$ cat src/rtl/load_extend_pkg.sv
// load_extend_pkg: shared types for the load-data formatter.
//   t_LoadSize  - access size encoding (byte/half/word/double)
//   t_SkidState - occupancy of the output/skid register pair
//   t_LoadBeat  - one held beat {Q, Tag, Fault}, sized for the widest build
//   lane_bytes  - number of bytes covered by an access size
package load_extend_pkg;

  localparam int LE_MAX_DATA_W = 64;
  localparam int LE_MAX_TAG_W  = 16;

  typedef enum logic [1:0] {
    SIZE_BYTE   = 2'd0,
    SIZE_HALF   = 2'd1,
    SIZE_WORD   = 2'd2,
    SIZE_DOUBLE = 2'd3
  } t_LoadSize;

  typedef enum logic [1:0] {
    ST_EMPTY = 2'd0,
    ST_ONE   = 2'd1,
    ST_FULL  = 2'd2
  } t_SkidState;

  // Fields are sized for the widest legal configuration; narrower builds
  // use the low bits only.
  typedef struct packed {
    logic [LE_MAX_DATA_W-1:0] Q;
    logic [LE_MAX_TAG_W-1:0]  Tag;
    logic                     Fault;
  } t_LoadBeat;

  function automatic int lane_bytes(input t_LoadSize size);
    return 1 << int'(size);
  endfunction

endpackage

$ cat src/rtl/load_format.sv
// load_format: combinational lane extract + zero/sign extension.
//   d           raw memory word
//   offset      byte offset of the lane within d
//   size        access size (t_LoadSize)
//   is_unsigned 1 = zero-extend, 0 = sign-extend
//   q           formatted result
//   fault       misaligned / illegal-size beat
// Build option LOAD_EXTEND_FAULT_EN: when defined, faulting beats raise
// fault and return q=0; otherwise the offset is aligned down and an
// illegal size is treated as a full-width word.
module load_format
  import load_extend_pkg::*;
#(
  parameter int p_DataWidth = 32
) (
  input  logic [p_DataWidth-1:0]          d,
  input  logic [$clog2(p_DataWidth/8)-1:0] offset,
  input  t_LoadSize                       size,
  input  logic                            is_unsigned,
  output logic [p_DataWidth-1:0]          q,
  output logic                            fault
);

  localparam int OffW = $clog2(p_DataWidth/8);

  int                   lane_req;
  int                   lane_eff;
  int                   lane_bits;
  logic                 illegal;
  logic                 misaligned;
  logic [OffW-1:0]      align_mask;
  logic [OffW-1:0]      offset_al;
  logic [p_DataWidth-1:0] shifted;
  logic [p_DataWidth-1:0] low_mask;
  logic [p_DataWidth-1:0] top_mask;
  logic                 sign_bit;
  logic [p_DataWidth-1:0] ext;

  always_comb begin
    lane_req = lane_bytes(size);
    illegal  = lane_req > p_DataWidth/8;
    // An oversize access collapses to the full word so the shift/mask
    // arithmetic below never runs past the datapath.
    lane_eff   = illegal ? p_DataWidth/8 : lane_req;
    lane_bits  = lane_eff * 8;
    align_mask = OffW'(lane_eff - 1);
    misaligned = |(offset & align_mask);
    offset_al  = offset & ~align_mask;
    shifted    = d >> {offset_al, 3'b000};
    low_mask   = (lane_bits >= p_DataWidth) ? '1
               : ((p_DataWidth'(1) << lane_bits) - p_DataWidth'(1));
    top_mask   = p_DataWidth'(1) << (lane_bits - 1);
    sign_bit   = |(shifted & top_mask);
    ext        = (shifted & low_mask)
               | (~low_mask & {p_DataWidth{sign_bit & ~is_unsigned}});
  end

`ifdef LOAD_EXTEND_FAULT_EN
  assign fault = illegal | misaligned;
  assign q     = fault ? '0 : ext;
`else
  logic unused_misaligned;
  assign unused_misaligned = misaligned;
  assign fault = 1'b0;
  assign q     = ext;
`endif

endmodule

$ cat src/rtl/load_extend_pipe.sv
// load_extend_pipe: load-data formatter with a 2-entry valid/ready skid
// stage between the memory read port and register writeback.
//   i_CLK, i_RST        clock, synchronous active-high reset
//   i_Flush             discard every held beat (and one accepted now)
//   i_Valid / o_Ready   input handshake; o_Ready = skid slot free
//   i_D, i_Offset,
//   i_Size, i_Unsigned  raw word and lane selection / extension mode
//   i_Tag               pass-through destination tag
//   o_Valid / i_Ready   output handshake
//   o_Q, o_Tag, o_Fault formatted result of the head beat
// Build option LOAD_EXTEND_FAULT_EN enables fault reporting (see load_format).
module load_extend_pipe
  import load_extend_pkg::*;
#(
  parameter int p_DataWidth = 32,
  parameter int p_TagWidth  = 5
) (
  input  logic                            i_CLK,
  input  logic                            i_RST,
  input  logic                            i_Flush,
  input  logic                            i_Valid,
  output logic                            o_Ready,
  input  logic [p_DataWidth-1:0]          i_D,
  input  logic [$clog2(p_DataWidth/8)-1:0] i_Offset,
  input  logic [1:0]                      i_Size,
  input  logic                            i_Unsigned,
  input  logic [p_TagWidth-1:0]           i_Tag,
  output logic                            o_Valid,
  input  logic                            i_Ready,
  output logic [p_DataWidth-1:0]          o_Q,
  output logic [p_TagWidth-1:0]           o_Tag,
  output logic                            o_Fault
);

  logic [p_DataWidth-1:0] fmt_q;
  logic                   fmt_fault;

  load_format #(.p_DataWidth(p_DataWidth)) u_format (
    .d           (i_D),
    .offset      (i_Offset),
    .size        (t_LoadSize'(i_Size)),
    .is_unsigned (i_Unsigned),
    .q           (fmt_q),
    .fault       (fmt_fault)
  );

  t_LoadBeat  beat_in;
  t_LoadBeat  out_reg, out_next;
  t_LoadBeat  skid_reg, skid_next;
  logic       out_valid_reg, out_valid_next;
  logic       skid_valid_reg, skid_valid_next;
  t_SkidState state;
  logic       accept;
  logic       drain;

  // Ready depends only on held state (plus reset), never on i_Ready.
  assign o_Ready = ~skid_valid_reg | i_RST;
  assign accept  = i_Valid & o_Ready;
  assign drain   = out_valid_reg & i_Ready;

  always_comb begin
    beat_in       = '0;
    beat_in.Q     = LE_MAX_DATA_W'(fmt_q);
    beat_in.Tag   = LE_MAX_TAG_W'(i_Tag);
    beat_in.Fault = fmt_fault;
  end

  always_comb begin
    unique case ({skid_valid_reg, out_valid_reg})
      2'b00:   state = ST_EMPTY;
      2'b01:   state = ST_ONE;
      default: state = ST_FULL;
    endcase
  end

  always_comb begin
    out_next        = out_reg;
    skid_next       = skid_reg;
    out_valid_next  = out_valid_reg;
    skid_valid_next = skid_valid_reg;
    unique case (state)
      ST_EMPTY: begin
        if (accept) begin
          out_next       = beat_in;
          out_valid_next = 1'b1;
        end
      end
      ST_ONE: begin
        if (accept && !drain) begin
          skid_next       = beat_in;
          skid_valid_next = 1'b1;
        end else if (accept && drain) begin
          out_next = beat_in;
        end else if (drain) begin
          out_valid_next = 1'b0;
        end
      end
      default: begin
        // Skid is full so nothing can be accepted; draining promotes it.
        if (drain) begin
          out_next        = skid_reg;
          skid_valid_next = 1'b0;
        end
      end
    endcase
    if (i_Flush) begin
      out_valid_next  = 1'b0;
      skid_valid_next = 1'b0;
    end
  end

  always_ff @(posedge i_CLK) begin
    if (i_RST) begin
      out_reg        <= '0;
      skid_reg       <= '0;
      out_valid_reg  <= 1'b0;
      skid_valid_reg <= 1'b0;
    end else begin
      out_reg        <= out_next;
      skid_reg       <= skid_next;
      out_valid_reg  <= out_valid_next;
      skid_valid_reg <= skid_valid_next;
    end
  end

  assign o_Valid = out_valid_reg;
  assign o_Q     = out_reg.Q[p_DataWidth-1:0];
  assign o_Tag   = out_reg.Tag[p_TagWidth-1:0];
  assign o_Fault = out_reg.Fault;

  // Struct bits above the configured widths are never driven non-zero.
  logic unused_hi;
  assign unused_hi = ^{out_reg.Q >> p_DataWidth, out_reg.Tag >> p_TagWidth};

endmodule

$ cat config.mk
export PLATFORM = sky130hd
export DESIGN_NAME = load_extend_pipe
export DESIGN_NICKNAME = d
export VERILOG_FILES = /design/src/rtl/load_extend_pkg.sv /design/src/rtl/load_format.sv /design/src/rtl/load_extend_pipe.sv
export SDC_FILE = /design/constraint.sdc
export NUM_CORES = 1
export LEC_CHECK = 0
export BUFFER_PORTS_ARGS = -buffer_cell sky130_fd_sc_hd__clkbuf_2
export CAP_MARGIN = 15
export CORE_MARGIN = 2
export CORE_UTILIZATION = 45
export DETAILED_ROUTE_END_ITERATION = 7
export HOLD_SLACK_MARGIN = 0.02
export PLACE_DENSITY = 0.79
export RECOVER_POWER = 50
export SETUP_SLACK_MARGIN = 0.2
export SKIP_CTS_REPAIR_TIMING = 1
export SYNTH_ARGS = -nofsm -noshare
export SYNTH_HDL_FRONTEND = slang
export SYNTH_SLANG_ARGS = --single-unit
$ cat constraint.sdc
create_clock -name i_CLK -period 3.4 [get_ports i_CLK]
set_input_delay 0.68 -clock i_CLK [delete_from_list [all_inputs] [get_ports i_CLK]]
set_output_delay 0.68 -clock i_CLK [all_outputs]
set_load 0.02 [all_outputs]
Yosys cells after proc, flatten, opt, wreduce, memory -nomap -nowiden
Cells that the tools add are included.
{ "totals": {"wordCells": 67, "out_inout_bits": 40, "regBits": 77} }
{ "op_classes": {"reduce_logical": 14, "addsub": 3, "eq_ne": 8, "muxes": 15, "magnitude_cmp": 2, "n_bitwise": 14, "shifts": 4} }
{ "op_table": {"columns": ["operator", "n"], "rows": [
  ["two-way mux 49 bit", 4],
  ["one-hot mux 49 bit (2 select lines)", 1],
  ["bitwise AND 32 bit", 3],
  ["<< shifter 1 x 32 -> 32 bit, first input constant", 2],
  [">= comparator 32 x 7 -> 1 bit, second input constant", 1],
  ["> comparator 32 x 4 -> 1 bit, second input constant", 1],
  ["two-way mux 32 bit", 1],
  ["inverter 32 bit", 1],
  ["OR 32 bit", 1],
  ["OR reduction 32 bit", 1],
  ["<< shifter 1 x 2 -> 32 bit, first input constant", 1],
  ["right shift 32 x 5 -> 32 bit", 1],
  ["subtractor 32 x 1 -> 32 bit, second input constant", 1],
  ["subtractor 32 x 2 -> 32 bit, second input constant", 1],
  ["two-way mux 29 bit", 1],
  ["!= test 2 bit, second input constant", 6],
  ["two-way mux 1 bit", 5],
  ["AND reduction 5 bit", 1],
  ["== test 2 x 1 -> 1 bit, second input constant", 2],
  ["logical NOT 2 bit", 2],
  ["one-hot mux 1 bit (2 select lines)", 2],
  ["one-hot mux 2 bit (2 select lines)", 1],
  ["AND reduction 4 bit", 1],
  ["nonzero test 2 bit", 2],
  ["12 further kinds", 17]
]} }

Logic depth before layout (Yosys ltp)
Gate-level depths: netlist of run 1.
{ "logic_depth": {"depth_word": 15, "ltp_mapped": 11, "ltp_nobuf": 8} }

Modules after synthesis
A second synthesis of run 1 with hierarchy kept.
{ "hier_totals": {"cells_unflattened": 482, "area_unflattened_um2": 4093.9} }
{ "modules_own_cells": {"columns": ["module", "instances", "cells_each", "area_per_inst_um2"], "rows": [
  ["load_extend_pipe", 1, 352, 3259.4],
  ["load_format", 1, 130, 834.6]
]} }

Worst setup path after synthesis of run 1
Ideal clock, no wire load.
{ "synth_path": {"kind": "input to register", "startpoint": "input port i_Size[1]", "endpoint": "register out_reg (netlist bit o_Q[24])", "slack_ns": 0.223, "required_time_ns": 3.247, "stages": 10, "n_path_buf": 2, "arrival_time_ns": 3.024, "cell_sequence": "nor2_1 > inv_1 > clkbuf_1 > ha_1 > nand2_1 > buf_2 > mux2i_1 > o21ai_0 > a22oi_1 > a311oi_1"} }
{ "synth_between": {"elab_chain_len": 15, "word_cells_on_any_way": 24} }
{ "synth_rtl": {"columns": ["element", "line_no", "text"], "rows": [
  ["from (decl)", "load_extend_pipe.sv:25", "input logic [1:0] i_Size,"],
  ["<< shifter 1 x 2 -> 32 bit (*)", "load_extend_pkg.sv:33", "return 1 << int'(size);"],
  ["> comparator 32 x 4 -> 1 bit", "load_format.sv:41", "illegal = lane_req > p_DataWidth/8;"],
  ["two-way mux 29 bit (*)", "load_format.sv:44", "lane_eff = illegal ? p_DataWidth/8 : lane_req;"],
  ["parallel branches: the longest is 8 deep, another holds subtractor 32 x 2 -> 32 bit", null, null],
  ["OR 32 bit (*)", "load_format.sv:55", "| (~low_mask & {p_DataWidth{sign_bit & ~is_unsigned}});"],
  ["two-way mux 49 bit", "load_extend_pipe.sv:92", "end else if (accept && drain) begin"],
  ["two-way mux 49 bit", "load_extend_pipe.sv:89", "if (accept && !drain) begin"],
  ["one-hot mux 49 bit (2 select lines) (*)", "load_extend_pipe.sv:81", "unique case (state)"],
  ["to (signal assigned)", "load_extend_pipe.sv:119", "out_reg <= out_next;"],
  ["to (decl)", "load_extend_pipe.sv:48", "t_LoadBeat out_reg, out_next;"]
]} }
Mark *: on every way between the ends. The select of a mux whose other input is x is not followed.
A chain may end at the register's enable or synchronous reset.

Worst setup path after layout of run 1
Ends and elaborated chain as after synthesis.

==> impl_metrics.env, run 1 <==
export IMPL_fmax_mhz=335
export IMPL_initial_utilization_pct=46.1
export IMPL_synthTopCellsByArea="dfxtp_1, a21oi_1, nand2_1"
export IMPL_first_pass_iters=7
export IMPL_rsz0062_at_grt="no"
export IMPL_place_gp_congestion=0.911
export IMPL_drive_gt1_share_pct=19.0
export IMPL_whs_ns=0.449
export IMPL_die_width_um=98.0
export IMPL_syn_area_per_cell_sq_um=8.58
export IMPL_p_sw_share_pct=31.1
export IMPL_seqPwrFrac_pct=47.0
export IMPL_via_count=3998
export IMPL_viasPerCell=6.09
export IMPL_end_kind="register"
export IMPL_pwr_density_cell_nw_per_um2=438
export IMPL_grt_met1_usage_pct=31.3
export IMPL_crit_path_top_delay_cell="a22oi_1"
export IMPL_worstPathMaxFanout=14
export IMPL_rows=34
export IMPL_period_share_pct=87.9
export IMPL_grt_first_pass_wirelength_um=19100
export IMPL_yosysMostFrequentCell="dfxtp_1"
export IMPL_clkPwrFrac_pct=33.2
export IMPL_clkTransAtPathRegs_ns=0.08
export IMPL_yosysWarnings=0
export IMPL_cts_sinks=76
export IMPL_insertion_delay_ns=0.35
export IMPL_hold_viol=0
export IMPL_hpwl_um=8330
export IMPL_fin_worst_skew_ns=0.00610
export IMPL_synth_common_cells="dfxtp_1, nand2_1, a21oi_1"
export IMPL_clockBufferDepth=2
export IMPL_gr_usage_met2_pct=40.8
export IMPL_maxCapViolCount=0
export IMPL_ys_flop_type="dfxtp_1"
export IMPL_ys_types=53
export IMPL_ir_worst_vdd_v=0.000189
export IMPL_crit_type="in -> reg"
export IMPL_cts_made_buffers=9
export IMPL_cts_root_buf="clkbuf_8"
export IMPL_grt_usage_pct=24.4
export IMPL_critical_path_top_delay_family="compound AO/OA/AOI/OAI gates"
export IMPL_cp_arrival_ns=3.18
export IMPL_die_y_um=98.0
export IMPL_htreeDepth=3
export IMPL_num_antenna_cells=0
export IMPL_dieArea_sq_um=9610
export IMPL_routedWlPerCell_um=17.9
export IMPL_antenna_found_initial=0
export IMPL_status="finished, final reports clean"
export IMPL_num_nets_final=593
export IMPL_antenna_left=0
export IMPL_num_io_pins=87
export IMPL_portBuffers=85
export IMPL_syn_inst=464
export IMPL_internal_power_mw=1.41
export IMPL_slew_violations=0
export IMPL_setup_viol=0
export IMPL_synth_top_cell_by_area="dfxtp_1"
export IMPL_coreArea_sq_um=8640
export IMPL_cp_start_kind="input pin"
export IMPL_grt_max_degree=52
export IMPL_ys_ff_latch=76
export IMPL_ys_seq_area_share_pct=38.2
export IMPL_area_delta_synth_final_pct=17.1
export IMPL_syn_area_sq_um=3980
export IMPL_largest_register_ffs=37
export IMPL_overflow=0
export IMPL_hold_path_class="reg -> reg"
export IMPL_grt_busiest_layer="met2"
export IMPL_cp_cell_sequence="clkbuf_2 -> nor2b_1 -> inv_1 -> ha_1 -> nand2_1 -> a32oi_4 -> nor2_1 -> a22oi_1 -> a311oi_1"
export IMPL_synth_edff_count=0
export IMPL_synth_top_area_share_pct=38.2
export IMPL_first_global_vias=3948
export IMPL_required_ns=3.59
export IMPL_wl_um=11700
export IMPL_synth_nets=514
export IMPL_tightest_slew_ns=0.982
export IMPL_fin_crit_ns=2.99
export IMPL_slew_limit_headroom_pct=34.5
export IMPL_slowest_delay_ns=0.66
export IMPL_drc=0
export IMPL_cts_tree="built"
export IMPL_cellLeakagePower_nw=1.78
export IMPL_crit_buf_inv=2
export IMPL_p_total_mw=2.04
export IMPL_p_comb_share_pct=19.8
export IMPL_grt_use_met3_pct=4.37
export IMPL_async_flop_share_pct=0
export IMPL_drt_initial_drc_count=375
export IMPL_p_sw_mw=0.635
export IMPL_setup_tns_ns=0
==> cells in the final DEF (no fill, tap or decap), types with 12 or more instances in the layout <==
cell      netlist  final
dfxtp_1        76     76
nand2_1        53     53
a21oi_1        49     49
clkbuf_2        0     49
clkbuf_1       23     38
o21ai_0        31     31
nor2_1         29     28
mux2i_1        17     17
buf_4           1     14
nor2b_1        13     13
nor3_1         13     13
clkbuf_8        0     12
==> metrics by stage <==
step	util, %	setup WS [ns]	area, sq um	instances
2_1_floorplan	-	0.223	3980	464
3_3_place_gp	52.3	0.304	4520	640
3_5_place_dp	52.3	0.121	4520	640
4_1_cts	54.6	0.498	4710	656
5_1_grt	54.0	0.207	4660	656
6_report	54.0	0.411	4660	656
==> tightest hold or removal path, stage by stage (launching register included) <==
cell	delay [ns]
dfxtp_1	0.31
nand2_1	0.05
o21ai_1	0.05
==> layer usage <==
layer | part of all wire, % | vias up
li1 | - | 1881
met1 | 43 | 1910
met2 | 49 | 178
met3 | 6.1 | 29
met4 | 2.7 | 0
met5 | 0 | -
==> final timing paths <==
kind	startpoint	endpoint	slack, ns	depth (start not counted)
hold / removal	o_Q[6]$_SDFFE_PP0P_	o_Q[6]$_SDFFE_PP0P_	0.45	2
setup / recovery	i_Size[1]	o_Q[24]$_SDFFE_PP0P_	0.41	9
hold reg to reg	o_Q[6]$_SDFFE_PP0P_	o_Q[6]$_SDFFE_PP0P_	0.45	2
setup reg to reg	skid_valid_reg$_SDFFE_PP0P_	skid_reg[20]$_SDFFE_PP0P_	0.88	6
==> area by class of cell <==
cell class / instances / area, sq um
sequential: 76 / 1520
clock buffer: 12 / 165
tap: 108 / 135
inverter: 7 / 26.3
clock inverter: 4 / 31.3
timing repair buffer: 101 / 493
multi-input combinational: 348 / 2290
fill: 805 / 3980
==> logic make-up (layout without fill, tap and decap cells) <==
kind of cell / count (synthesis) / count (layout) / synth area share (%)
AOI/OAI and AO/OA: 164 / 164 / 27.2
and+or+nand+nor: 147 / 147 / 18.2
DFF: 76 / 76 / 38.2
buffers and inverters: 40 / 124 / 4.34
muxes: 31 / 31 / 10.5
adders and majority gates: 3 / 3 / 0.943
xor gates and xnor gates: 2 / 2 / 0.440
other: 1 / 1 / 0.0942
==> power groups by stage <==
stage / Sequential (mW) / Combinational (mW) / Clock [mW]
CTS: 0.959 / 0.410 / 0.683
floorplan: 1.02 / 0.223 / 0
global route: 0.965 / 0.436 / 0.728
finish: 0.959 / 0.404 / 0.679
detailed placement: 0.979 / 0.408 / 0
global placement: 0.978 / 0.398 / 0
(Power assumes the default switching activity.)
==> run 2: changes to the inputs <==
clock period = 3.2 ns   (was 3.4 ns; I/O delays follow)
==> run 2 against run 1 <==
Against the previous run: via count about the same; count of clock-buffer cells in the layout is 3 lower; largest power group unchanged; critical endpoint is now skid_reg[47]$_SDFFE_PP0P_; register-to-register slack got worse by 0.28 ns; hold slack lost 0.0050 ns; largest cell class unchanged; global-route usage rose by 0.64 points; setup slack better by 0.021 ns.
==> impl_metrics.env, run 2 (synthesis gave the netlist of run 1 again) <==
export IMPL_status="finished, final reports clean"
export IMPL_cp_arrival_ns=2.98
export IMPL_fillers=823
export IMPL_tightest_slew_ns=1.04
export IMPL_hpwl_um=8800
export IMPL_slowest_delay_ns=0.51
export IMPL_required_ns=3.42
export IMPL_antenna_left=0
export IMPL_cellLeakagePower_nw=1.79
export IMPL_multi_input_area_sq_um=2300
export IMPL_cp_cell_sequence="clkbuf_2 -> nor2b_1 -> inv_1 -> ha_1 -> nand2_1 -> buf_4 -> a32oi_4 -> o41ai_1 -> nor3_2 -> a21oi_1"
export IMPL_drive_gt1_share_pct=19.5
export IMPL_slew_violations=0
export IMPL_viasPerCell=6.08
export IMPL_cp_start_kind="input pin"
export IMPL_seqPwrFrac_pct=45.7
export IMPL_grt_first_pass_wirelength_um=19400
export IMPL_rsz0062_at_grt="no"
export IMPL_pwr_density_cell_nw_per_um2=475
export IMPL_first_pass_iters=5
export IMPL_reg2reg_slack_ns=0.60
export IMPL_setup_tns_ns=0
export IMPL_p_total_mw=2.23
export IMPL_end_kind="register"
export IMPL_overflow=0
export IMPL_grt_max_degree=39
export IMPL_hold_path_class="reg -> reg"
export IMPL_cts_root_buf="clkbuf_8"
export IMPL_crit_type="in -> reg"
export IMPL_internal_power_mw=1.52
export IMPL_ff_latch_area_sq_um=1520
export IMPL_num_antenna_cells=0
export IMPL_portBuffers=85
export IMPL_num_nets_final=594
export IMPL_p_sw_mw=0.706
export IMPL_fin_crit_ns=2.77
export IMPL_ir_worst_vdd_v=0.000209
export IMPL_die_width_um=98.0
export IMPL_antenna_found_initial=0
export IMPL_maxCapViolCount=0
export IMPL_rows=34
export IMPL_slew_limit_headroom_pct=30.5
export IMPL_final_core_util_pct=54.3
export IMPL_clkTransAtPathRegs_ns=0.09
export IMPL_num_io_pins=87
export IMPL_clkPwrFrac_pct=34.8
export IMPL_clockBufferDepth=2
export IMPL_setup_viol=0
export IMPL_grt_usage_pct=25.1
export IMPL_p_sw_share_pct=31.6
export IMPL_die_y_um=98.0
export IMPL_cts_made_buffers=9
export IMPL_dieArea_sq_um=9610
export IMPL_layout_commonest_cell="dfxtp_1"
export IMPL_period_share_pct=86.5
export IMPL_largest_register_ffs=37
export IMPL_initial_utilization_pct=46.1
export IMPL_coreArea_sq_um=8640
export IMPL_p_comb_share_pct=19.5
export IMPL_worstPathMaxFanout=8
export IMPL_cts_sinks=76
export IMPL_fin_worst_skew_ns=0.00847
export IMPL_crit_path_top_delay_cell="nor3_2"
export IMPL_finalWorstSetupSlack_ns=0.432
export IMPL_first_global_vias=3752
export IMPL_hold_viol=0
export IMPL_routedWlPerCell_um=18.4
export IMPL_place_ws_ns=0.0827
export IMPL_area_delta_synth_final_pct=17.9
export IMPL_layout_common_cells="dfxtp_1, nand2_1, a21oi_1"
export IMPL_cts_tree="built"
export IMPL_place_gp_congestion=0.992
export IMPL_htreeDepth=3
export IMPL_via_count=3997
export IMPL_fmax_mhz=361
export IMPL_insertion_delay_ns=0.35
export IMPL_worstRegToRegCells=4
export IMPL_hold_depth=2
export IMPL_wl_um=12100
export IMPL_drc=0
export IMPL_drt_initial_drc_count=357
run 2: changes by cell type in the layout (fill, tap and decap cells not counted), moves of 2 or more:
| cell | delta |
|---|---|
| clkbuf_8 | -3 |
| buf_4 | +3 |
| inv_6 | +2 |
| clkbuf_2 | -3 |
run 2: worst max-delay path: cells and delay by family:
kind	cells	cell delay, ns
simple gates	3	0.91
buf+inv	3	0.49
compound gates	3	0.59
fa+ha+maj	1	0.34
run 2: layer usage:
layer	wire, um	track usage (%)	vias to the layer above
met3	779	4.65	36
met4	459	12.3	0
met1	4920	31.4	1890
li1	-	-	1884
met2	5930	41.6	187
met5	0	0	-
run 2: area by class of cell:
type / instances / area share (%)
multi-input combinational: 348 / 49.0
tap: 108 / 2.88
inverter: 7 / 0.560
clock inverter: 7 / 1.76
clock buffer: 9 / 2.64
timing repair buffer: 102 / 10.7
sequential: 76 / 32.4
run 2: through the flow:
stage / hold WS, ns / instances / cell area, sq um
finish: 0.444 / 657 / 4690
global route: 0.471 / 657 / 4690
CTS: 0.446 / 657 / 4740
detailed placement: 0.439 / 641 / 4540
global placement: 0.435 / 641 / 4540
floorplan: 0.436 / 464 / 3990
run 2: power groups by stage:
stage                     registers, mW  logic [mW]  clock network (mW)
final                              1.02       0.434               0.776
after global routing               1.03       0.469               0.827
after CTS                          1.02       0.440               0.785
after detailed placement           1.04       0.438                   0
after global placement             1.04       0.432                   0
after floorplan                    1.08       0.239                   0
run 2: path summary, 6_finish.rpt:
| kind | from | to |
|---|---|---|
| max | i_Size[0] | skid_reg[47]$_SDFFE_PP0P_ |
| min | o_Q[3]$_SDFFE_PP0P_ | o_Q[3]$_SDFFE_PP0P_ |
| max reg2reg | skid_valid_reg$_SDFFE_PP0P_ | o_Q[2]$_SDFFE_PP0P_ |
| min reg2reg | o_Q[3]$_SDFFE_PP0P_ | o_Q[3]$_SDFFE_PP0P_ |
